===== src/rtl/icache_nway.sv =====
`default_nettype none
// +------------------------------------------------------------------------+
// | Module  : icache_nway                                                  |
// | Purpose : Parametrised N-way set-associative read-only instruction     |
// |           cache between the fetch port and instruction memory.         |
// |           Round-robin replacement per set, flush input, hit/miss       |
// |           performance counters.                                        |
// | Ports   : clk, proc_reset (async, active-high)                         |
// |           proc_read/write/addr/wdata -> proc_stall, proc_rdata         |
// |           flush (single-cycle invalidate-all pulse)                    |
// |           mem_read/write/addr/wdata <- mem_rdata, mem_ready            |
// |           hit_count, miss_count (wrapping)                             |
// | Revision: 1.0  initial release                                         |
// +------------------------------------------------------------------------+
module icache_nway #(
    parameter int ADDR_W = 30,
    parameter int SETS   = 4,
    parameter int WAYS   = 2,
    parameter int WORDS  = 4,
    parameter int CNT_W  = 32
) (
    input  logic                                 clk,
    input  logic                                 proc_reset,
    input  logic                                 proc_read,
    input  logic                                 proc_write,
    input  logic [ADDR_W-1:0]                    proc_addr,
    input  logic [31:0]                          proc_wdata,
    output logic                                 proc_stall,
    output logic [31:0]                          proc_rdata,
    input  logic                                 flush,
    output logic                                 mem_read,
    output logic                                 mem_write,
    output logic [ADDR_W-$clog2(WORDS)-1:0]      mem_addr,
    input  logic [32*WORDS-1:0]                  mem_rdata,
    output logic [32*WORDS-1:0]                  mem_wdata,
    input  logic                                 mem_ready,
    output logic [CNT_W-1:0]                     hit_count,
    output logic [CNT_W-1:0]                     miss_count
);

    localparam int OFF_W  = $clog2(WORDS);
    localparam int IDX_W  = $clog2(SETS);
    localparam int TAG_W  = ADDR_W - IDX_W - OFF_W;
    localparam int LADR_W = ADDR_W - OFF_W;
    localparam int LINE_W = 32 * WORDS;
    localparam int WAY_W  = (WAYS > 1) ? $clog2(WAYS) : 1;

    typedef enum logic [1:0] {
        S_IDLE  = 2'd0,
        S_ALLOC = 2'd1,
        S_FLUSH = 2'd2
    } state_t;

    state_t              state_q, state_d;
    logic                pend_q;
    logic [LADR_W-1:0]   mem_addr_q;
    logic [31:0]         rdata_q;
    logic [CNT_W-1:0]    hit_cnt_q, miss_cnt_q;
    logic [WAYS-1:0]     valid_q [SETS];
    logic [WAY_W-1:0]    rr_q    [SETS];
    logic [TAG_W-1:0]    tag_q   [SETS][WAYS];
    logic [LINE_W-1:0]   data_q  [SETS][WAYS];

    logic [IDX_W-1:0]    idx_w;
    logic [OFF_W-1:0]    off_w;
    logic [TAG_W-1:0]    tag_w;
    logic [OFF_W+4:0]    bit_w;
    logic                hit_w, any_inv_w;
    logic [WAY_W-1:0]    hit_way_w, victim_w, rr_next_w;

    logic                stall_d, mread_d, do_hit, do_miss, do_fill, do_flush, pend_set;
    logic [LADR_W-1:0]   maddr_d;
    logic [31:0]         rdata_d;

    // Write-side inputs exist only for port compatibility with the fetch bus.
    logic                unused_ok;
    assign unused_ok = ^{proc_write, proc_wdata};

    assign idx_w = proc_addr[OFF_W +: IDX_W];
    assign off_w = proc_addr[OFF_W-1:0];
    assign tag_w = proc_addr[ADDR_W-1 -: TAG_W];
    assign bit_w = {off_w, 5'b00000};

    // Tag compare across all ways of the addressed set.
    always_comb begin
        hit_w     = 1'b0;
        hit_way_w = '0;
        for (int w = 0; w < WAYS; w++) begin
            if (valid_q[idx_w][w] && (tag_q[idx_w][w] == tag_w)) begin
                hit_w     = 1'b1;
                hit_way_w = WAY_W'(w);
            end
        end
    end

    // Victim: lowest-index invalid way; round-robin pointer only when the set is full.
    always_comb begin
        any_inv_w = 1'b0;
        victim_w  = rr_q[idx_w];
        for (int w = WAYS - 1; w >= 0; w--) begin
            if (!valid_q[idx_w][w]) begin
                any_inv_w = 1'b1;
                victim_w  = WAY_W'(w);
            end
        end
    end

    assign rr_next_w = (rr_q[idx_w] == WAY_W'(WAYS - 1)) ? '0 : rr_q[idx_w] + 1'b1;

    // Next-state and output decode. Everything is forced inactive while reset
    // is asserted so a mid-refill reset drops mem_read without a clock edge.
    always_comb begin
        state_d  = state_q;
        stall_d  = 1'b0;
        mread_d  = 1'b0;
        maddr_d  = mem_addr_q;
        rdata_d  = rdata_q;
        do_hit   = 1'b0;
        do_miss  = 1'b0;
        do_fill  = 1'b0;
        do_flush = 1'b0;
        pend_set = 1'b0;
        if (!proc_reset) begin
            case (state_q)
                S_IDLE: begin
                    if (flush || pend_q) begin
                        stall_d = 1'b1;
                        state_d = S_FLUSH;
                    end else if (proc_read) begin
                        if (hit_w) begin
                            rdata_d = data_q[idx_w][hit_way_w][bit_w +: 32];
                            do_hit  = 1'b1;
                        end else begin
                            stall_d = 1'b1;
                            mread_d = 1'b1;
                            maddr_d = proc_addr[ADDR_W-1:OFF_W];
                            do_miss = 1'b1;
                            state_d = S_ALLOC;
                        end
                    end
                end
                S_ALLOC: begin
                    mread_d  = 1'b1;
                    pend_set = flush;
                    if (mem_ready) begin
                        rdata_d = mem_rdata[bit_w +: 32];
                        do_fill = 1'b1;
                        state_d = S_IDLE;
                    end else begin
                        stall_d = 1'b1;
                    end
                end
                S_FLUSH: begin
                    stall_d  = 1'b1;
                    do_flush = 1'b1;
                    state_d  = S_IDLE;
                end
                default: state_d = S_IDLE;
            endcase
        end
    end

    always_ff @(posedge clk or posedge proc_reset) begin
        if (proc_reset) state_q <= S_IDLE;
        else            state_q <= state_d;
    end

    always_ff @(posedge clk or posedge proc_reset) begin
        if (proc_reset) begin
            pend_q     <= 1'b0;
            mem_addr_q <= '0;
            rdata_q    <= '0;
            hit_cnt_q  <= '0;
            miss_cnt_q <= '0;
            for (int s = 0; s < SETS; s++) begin
                valid_q[s] <= '0;
                rr_q[s]    <= '0;
            end
        end else begin
            mem_addr_q <= maddr_d;
            rdata_q    <= rdata_d;
            if (do_hit)  hit_cnt_q  <= hit_cnt_q + 1'b1;
            if (do_miss) miss_cnt_q <= miss_cnt_q + 1'b1;
            if (do_flush) begin
                pend_q <= 1'b0;
                for (int s = 0; s < SETS; s++) valid_q[s] <= '0;
            end else if (pend_set) begin
                pend_q <= 1'b1;
            end
            if (do_fill) begin
                valid_q[idx_w][victim_w] <= 1'b1;
                if (!any_inv_w) rr_q[idx_w] <= rr_next_w;
            end
        end
    end

    // Tag/data storage carries no reset; validity is tracked separately.
    always_ff @(posedge clk) begin
        if (do_fill) begin
            tag_q[idx_w][victim_w]  <= tag_w;
            data_q[idx_w][victim_w] <= mem_rdata;
        end
    end

    assign proc_stall = stall_d;
    assign proc_rdata = rdata_d;
    assign mem_read   = mread_d;
    assign mem_addr   = maddr_d;
    assign mem_write  = 1'b0;
    assign mem_wdata  = '0;
    assign hit_count  = hit_cnt_q;
    assign miss_count = miss_cnt_q;

endmodule
`default_nettype wire

===== config.mk =====
export PLATFORM = sky130hd
export DESIGN_NAME = icache_nway
export DESIGN_NICKNAME = d
export VERILOG_FILES = /design/src/rtl/icache_nway.sv
export SDC_FILE = /design/constraint.sdc
export NUM_CORES = 2
export LEC_CHECK = 0
export BUFFER_PORTS_ARGS = -buffer_cell sky130_fd_sc_hd__buf_2
export CORE_MARGIN = 8
export CORE_UTILIZATION = 45
export CTS_CLUSTER_SIZE = 12
export DETAILED_ROUTE_END_ITERATION = 10
export PLACE_DENSITY = 0.63
export SLEW_MARGIN = 40
export SYNTH_ARGS = -nofsm -noshare
export SYNTH_HDL_FRONTEND = slang
export SYNTH_SLANG_ARGS = --single-unit

===== constraint.sdc =====
create_clock -name clk -period 36.3 [get_ports clk]
set_clock_uncertainty 0.2 [all_clocks]
set_input_delay 1.815 -clock clk [delete_from_list [all_inputs] [get_ports clk]]
set_output_delay 1.815 -clock clk [all_outputs]
set_load 0.03 [all_outputs]

==> impl_metrics.tcl <==
set metrics [dict create \
    hpwl_um 72800 \
    synthAdderAreaFrac_pct 0.0456 \
    cts_buffers 144 \
    synth_compound_area_share_pct 1.67 \
    layout-drive-gt1-share_pct 31.4 \
    hold_depth 1 \
    ir_worst_vdd_v 0.0000500 \
    syn_to_final_growth_pct 14.3 \
    core-area_um2 121000 \
    synth_ff_type "edfxtp_1" \
    dr.pass1.iters 5 \
    post-cts-setup-buffer-count 0 \
    seq_area_frac_synth_pct 73.8 \
    hold_buffers 0 \
    reg2regPathDepth 11 \
    htree_num_levels 4 \
    tightest_slew_ns 0.855 \
    synth_edf_count 1232 \
    die_w_um 365 \
    path_cells "buf_8 > buf_4 > buf_6 > buf_6 > mux4_1 > xor2_1 > nor4_2 > nand4_1 > buf_4 > buf_12 > nand3_1 > nor2_4 > buf_4 > mux2_2 > buf_2" \
    total_leakage_power_nw 21.4 \
    rsz0062_at_grt "no" \
    drt_iter0_drc 2120 \
    synth_top_family_by_area "multiplexers" \
    multi_input_area_um2 13400 \
    rows 128 \
    grtUsageTotal_pct 18.9 \
    met3_usage_pct 4.93 \
    critPathLaunchType "primary input" \
    crit_path_max_incr_delay_ns 0.65 \
    synthMuxAreaShare_pct 17.6 \
    hold_violations 0 \
    wl_per_cell_um 27.0 \
    synth_seq_cells 1371 \
    holdWs_ns 0.269 \
    port_buffers 288 \
    grt_use_met1_pct 25.0 \
    crit_path_frequent_cell "buf_4" \
    maxCapViolations 0 \
    synth_warnings 0 \
    clkTransAtPathRegs_ns 0.06 \
    max_freq_mhz 102 \
    fin_util_pct 51.6 \
    synthCells 2611 \
    yosysTopAreaCell "edfxtp_1" \
    initial_utilization_pct 45.2 \
    clk_latency_ns 0.76 \
    root_buffer "clkbuf_16" \
    critPathKind "in -> out" \
    regArea_um2 40500 \
    synthTopCellsByArea "edfxtp_1 67%, mux4_2 15%, dfrtp_1 6.3%, buf_4 1.9%, xnor2_1 1.6%" \
    grt_pass1_wl_um 186000 \
    status "completed" \
    clk_path_buf_depth 3 \
    grt_max_degree 88 \
    synth_cell_type_count 62 \
    synthXorXnorAreaFrac_pct 1.82 \
    synthSimpleGateAreaFrac_pct 2.17 \
    async_flop_share_pct 10.1 \
    post-route-period-util_pct 27.1 \
    synth_area_per_cell_um2 21.0 \
    p_per_area_nw_per_um2 56.6 \
    antenna_found_initial 49 \
    vias_per_cell 5.66 \
    worst_ep_arrival_time_ns 7.81 \
    hold_class "reg -> reg" \
    ant_nets 0 \
    min_period_ns 9.83 \
    crit_fanout 87 \
    drv_slew 0 \
    endpoint_kind "output port" \
    cts_tree "done" \
    grt_busiest_layer "met2" \
    fill_cells 9503 \
    crit_path_top_delay_cell "mux4_1" \
    die_h_um 365 \
    setup_viol 0 \
    p_total_w 0.00355 \
    synthesis.area_um2 54800 \
    post-route-drc-count 0 \
    tns_ns 0 \
    nets 3177 \
    grt_pass1_vias 28206 \
    post_cts_resized 0 \
    die_area_um2 133000 \
    post-place-ws_ns 26.23 \
    timing.slew.headroom_pct 42.4 \
    layout_setup_ws_ns 26.47 \
    gp_congestion 0.773 \
    cts_num_sinks 1371 \
    yosys.area.top_type_share_pct 67.5 \
    vias 26826 \
    required_ns 34.28 \
    ios 451 \
    grt-ovfl-total 0 \
    gr-usage-met2_pct 30.7 \
    wl_um 128000 \
]
[worst max-delay path, delay by kind of cell]
| kind | cells | cell delay, ns |
|---|---|---|
| XOR/XNOR | 1 | 0.29 |
| buffers and inverters | 8 | 3.66 |
| multiplexers | 2 | 1.07 |
| AND/OR/NAND/NOR | 4 | 0.71 |
[where the power goes]
part / internal, W / switching (W) / leakage, nW
logic: 0.000117 / 0.000249 / 6.30
registers: 0.00177 / 0.0000174 / 12.9
clock network: 0.000806 / 0.000586 / 2.17
total: 0.00269 / 0.000853 / 21.4
[state kept, by name, indices dropped and copies added (netlist names)]
register / cells
rdata_q: 32
valid_q: 8
tag_q: 208
mem_addr_q: 28
data_q: 1024
miss_count: 32
state_q: 2
hit_count: 32
pend_q: 1
rr_q: 4
[cell usage after synthesis (20+ instances only)]
master       n
xnor2_1    103
edfxtp_1  1232
nand4_1     28
buf_2       20
mux4_2     361
a22oi_1     36
nand3_1     29
clkbuf_1    67
buf_4      136
dfrtp_1    139
nor2_1      22
mux2_2      46
nand2_1     74
o21ai_0     35
mux2i_1     82
buf_1       26
[metal layers]
metal  wire, µm  vias to the layer above
met3      11300                      245
met5        210                        -
li1           -                    11256
met4       3650                       32
met2      61300                     1057
met1      51300                    14236
[layout make-up]
class / count / share of cell area, %
clock buffers: 220 / 6.58
diodes: 20 / 0.0798
well taps: 1625 / 3.24
repair buffers: 349 / 3.57
clock inverters: 38 / 0.579
multi-input cells: 1101 / 21.3
flip-flops and latches: 1371 / 64.6
inverters: 12 / 0.0838
[worst paths after layout]
check	slack (ns)	to	startpoint
worst max-delay path	26.47	mem_addr[19]	proc_addr[2]
max in group asynchronous	33.68	miss_count[21]	proc_reset
worst min register to register	0.27	miss_count[31]	miss_count[31]
min in group asynchronous	1.03	pend_q	proc_reset
worst min-delay path	0.27	miss_count[31]	miss_count[31]
worst max register to register	32.13	mem_addr_q[19]	valid_q[1]
[cell families (layout without fill, tap and decap cells)]
logic type | after synthesis | count (layout)
compound gates | 132 | 132
buf+inv | 267 | 619
xor+xnor | 114 | 114
flops | 1371 | 1371
mux | 495 | 495
fa+ha+maj | 2 | 2
simple gates | 229 | 229
other cells | 1 | 149
[through the flow]
step | std cells | area [µm²]
after floorplan | 2739 | 55300
after detailed placement | 4455 | 58100
after global placement | 4447 | 57800
after CTS | 4713 | 62500
final | 4736 | 62700
after global routing | 4722 | 62700
[cell usage in the layout (no fill, tap or decap), types with 6 or more instances in the layout]
cell	synthesis	final
buf_6	3	19
clkbuf_8	0	17
clkinv_2	0	10
clkinv_1	1	13
nand3_1	29	28
conb_1	1	129
a31oi_1	16	15
o21ai_0	35	35
nor2_1	22	13
mux2i_1	82	82
mux2_2	46	46
xor2_1	11	11
xnor2_1	103	103
and2_1	9	9
a22oi_1	36	36
a21o_1	8	8
nand2_1	74	74
and4_1	10	10
and3_1	8	8
clkbuf_16	0	148
edfxtp_1	1232	1232
dfrtp_1	139	139
nand4_1	28	28
diode_2	0	20
mux4_1	6	6
mux4_2	361	361
nor3_1	8	6
o41ai_1	14	14
clkbuf_1	67	56
inv_1	10	9
nor2_4	0	7
buf_4	136	30
buf_16	0	9
nor2b_1	16	15
buf_2	20	284
No activity file was read; power rests on OpenSTA's default activity.
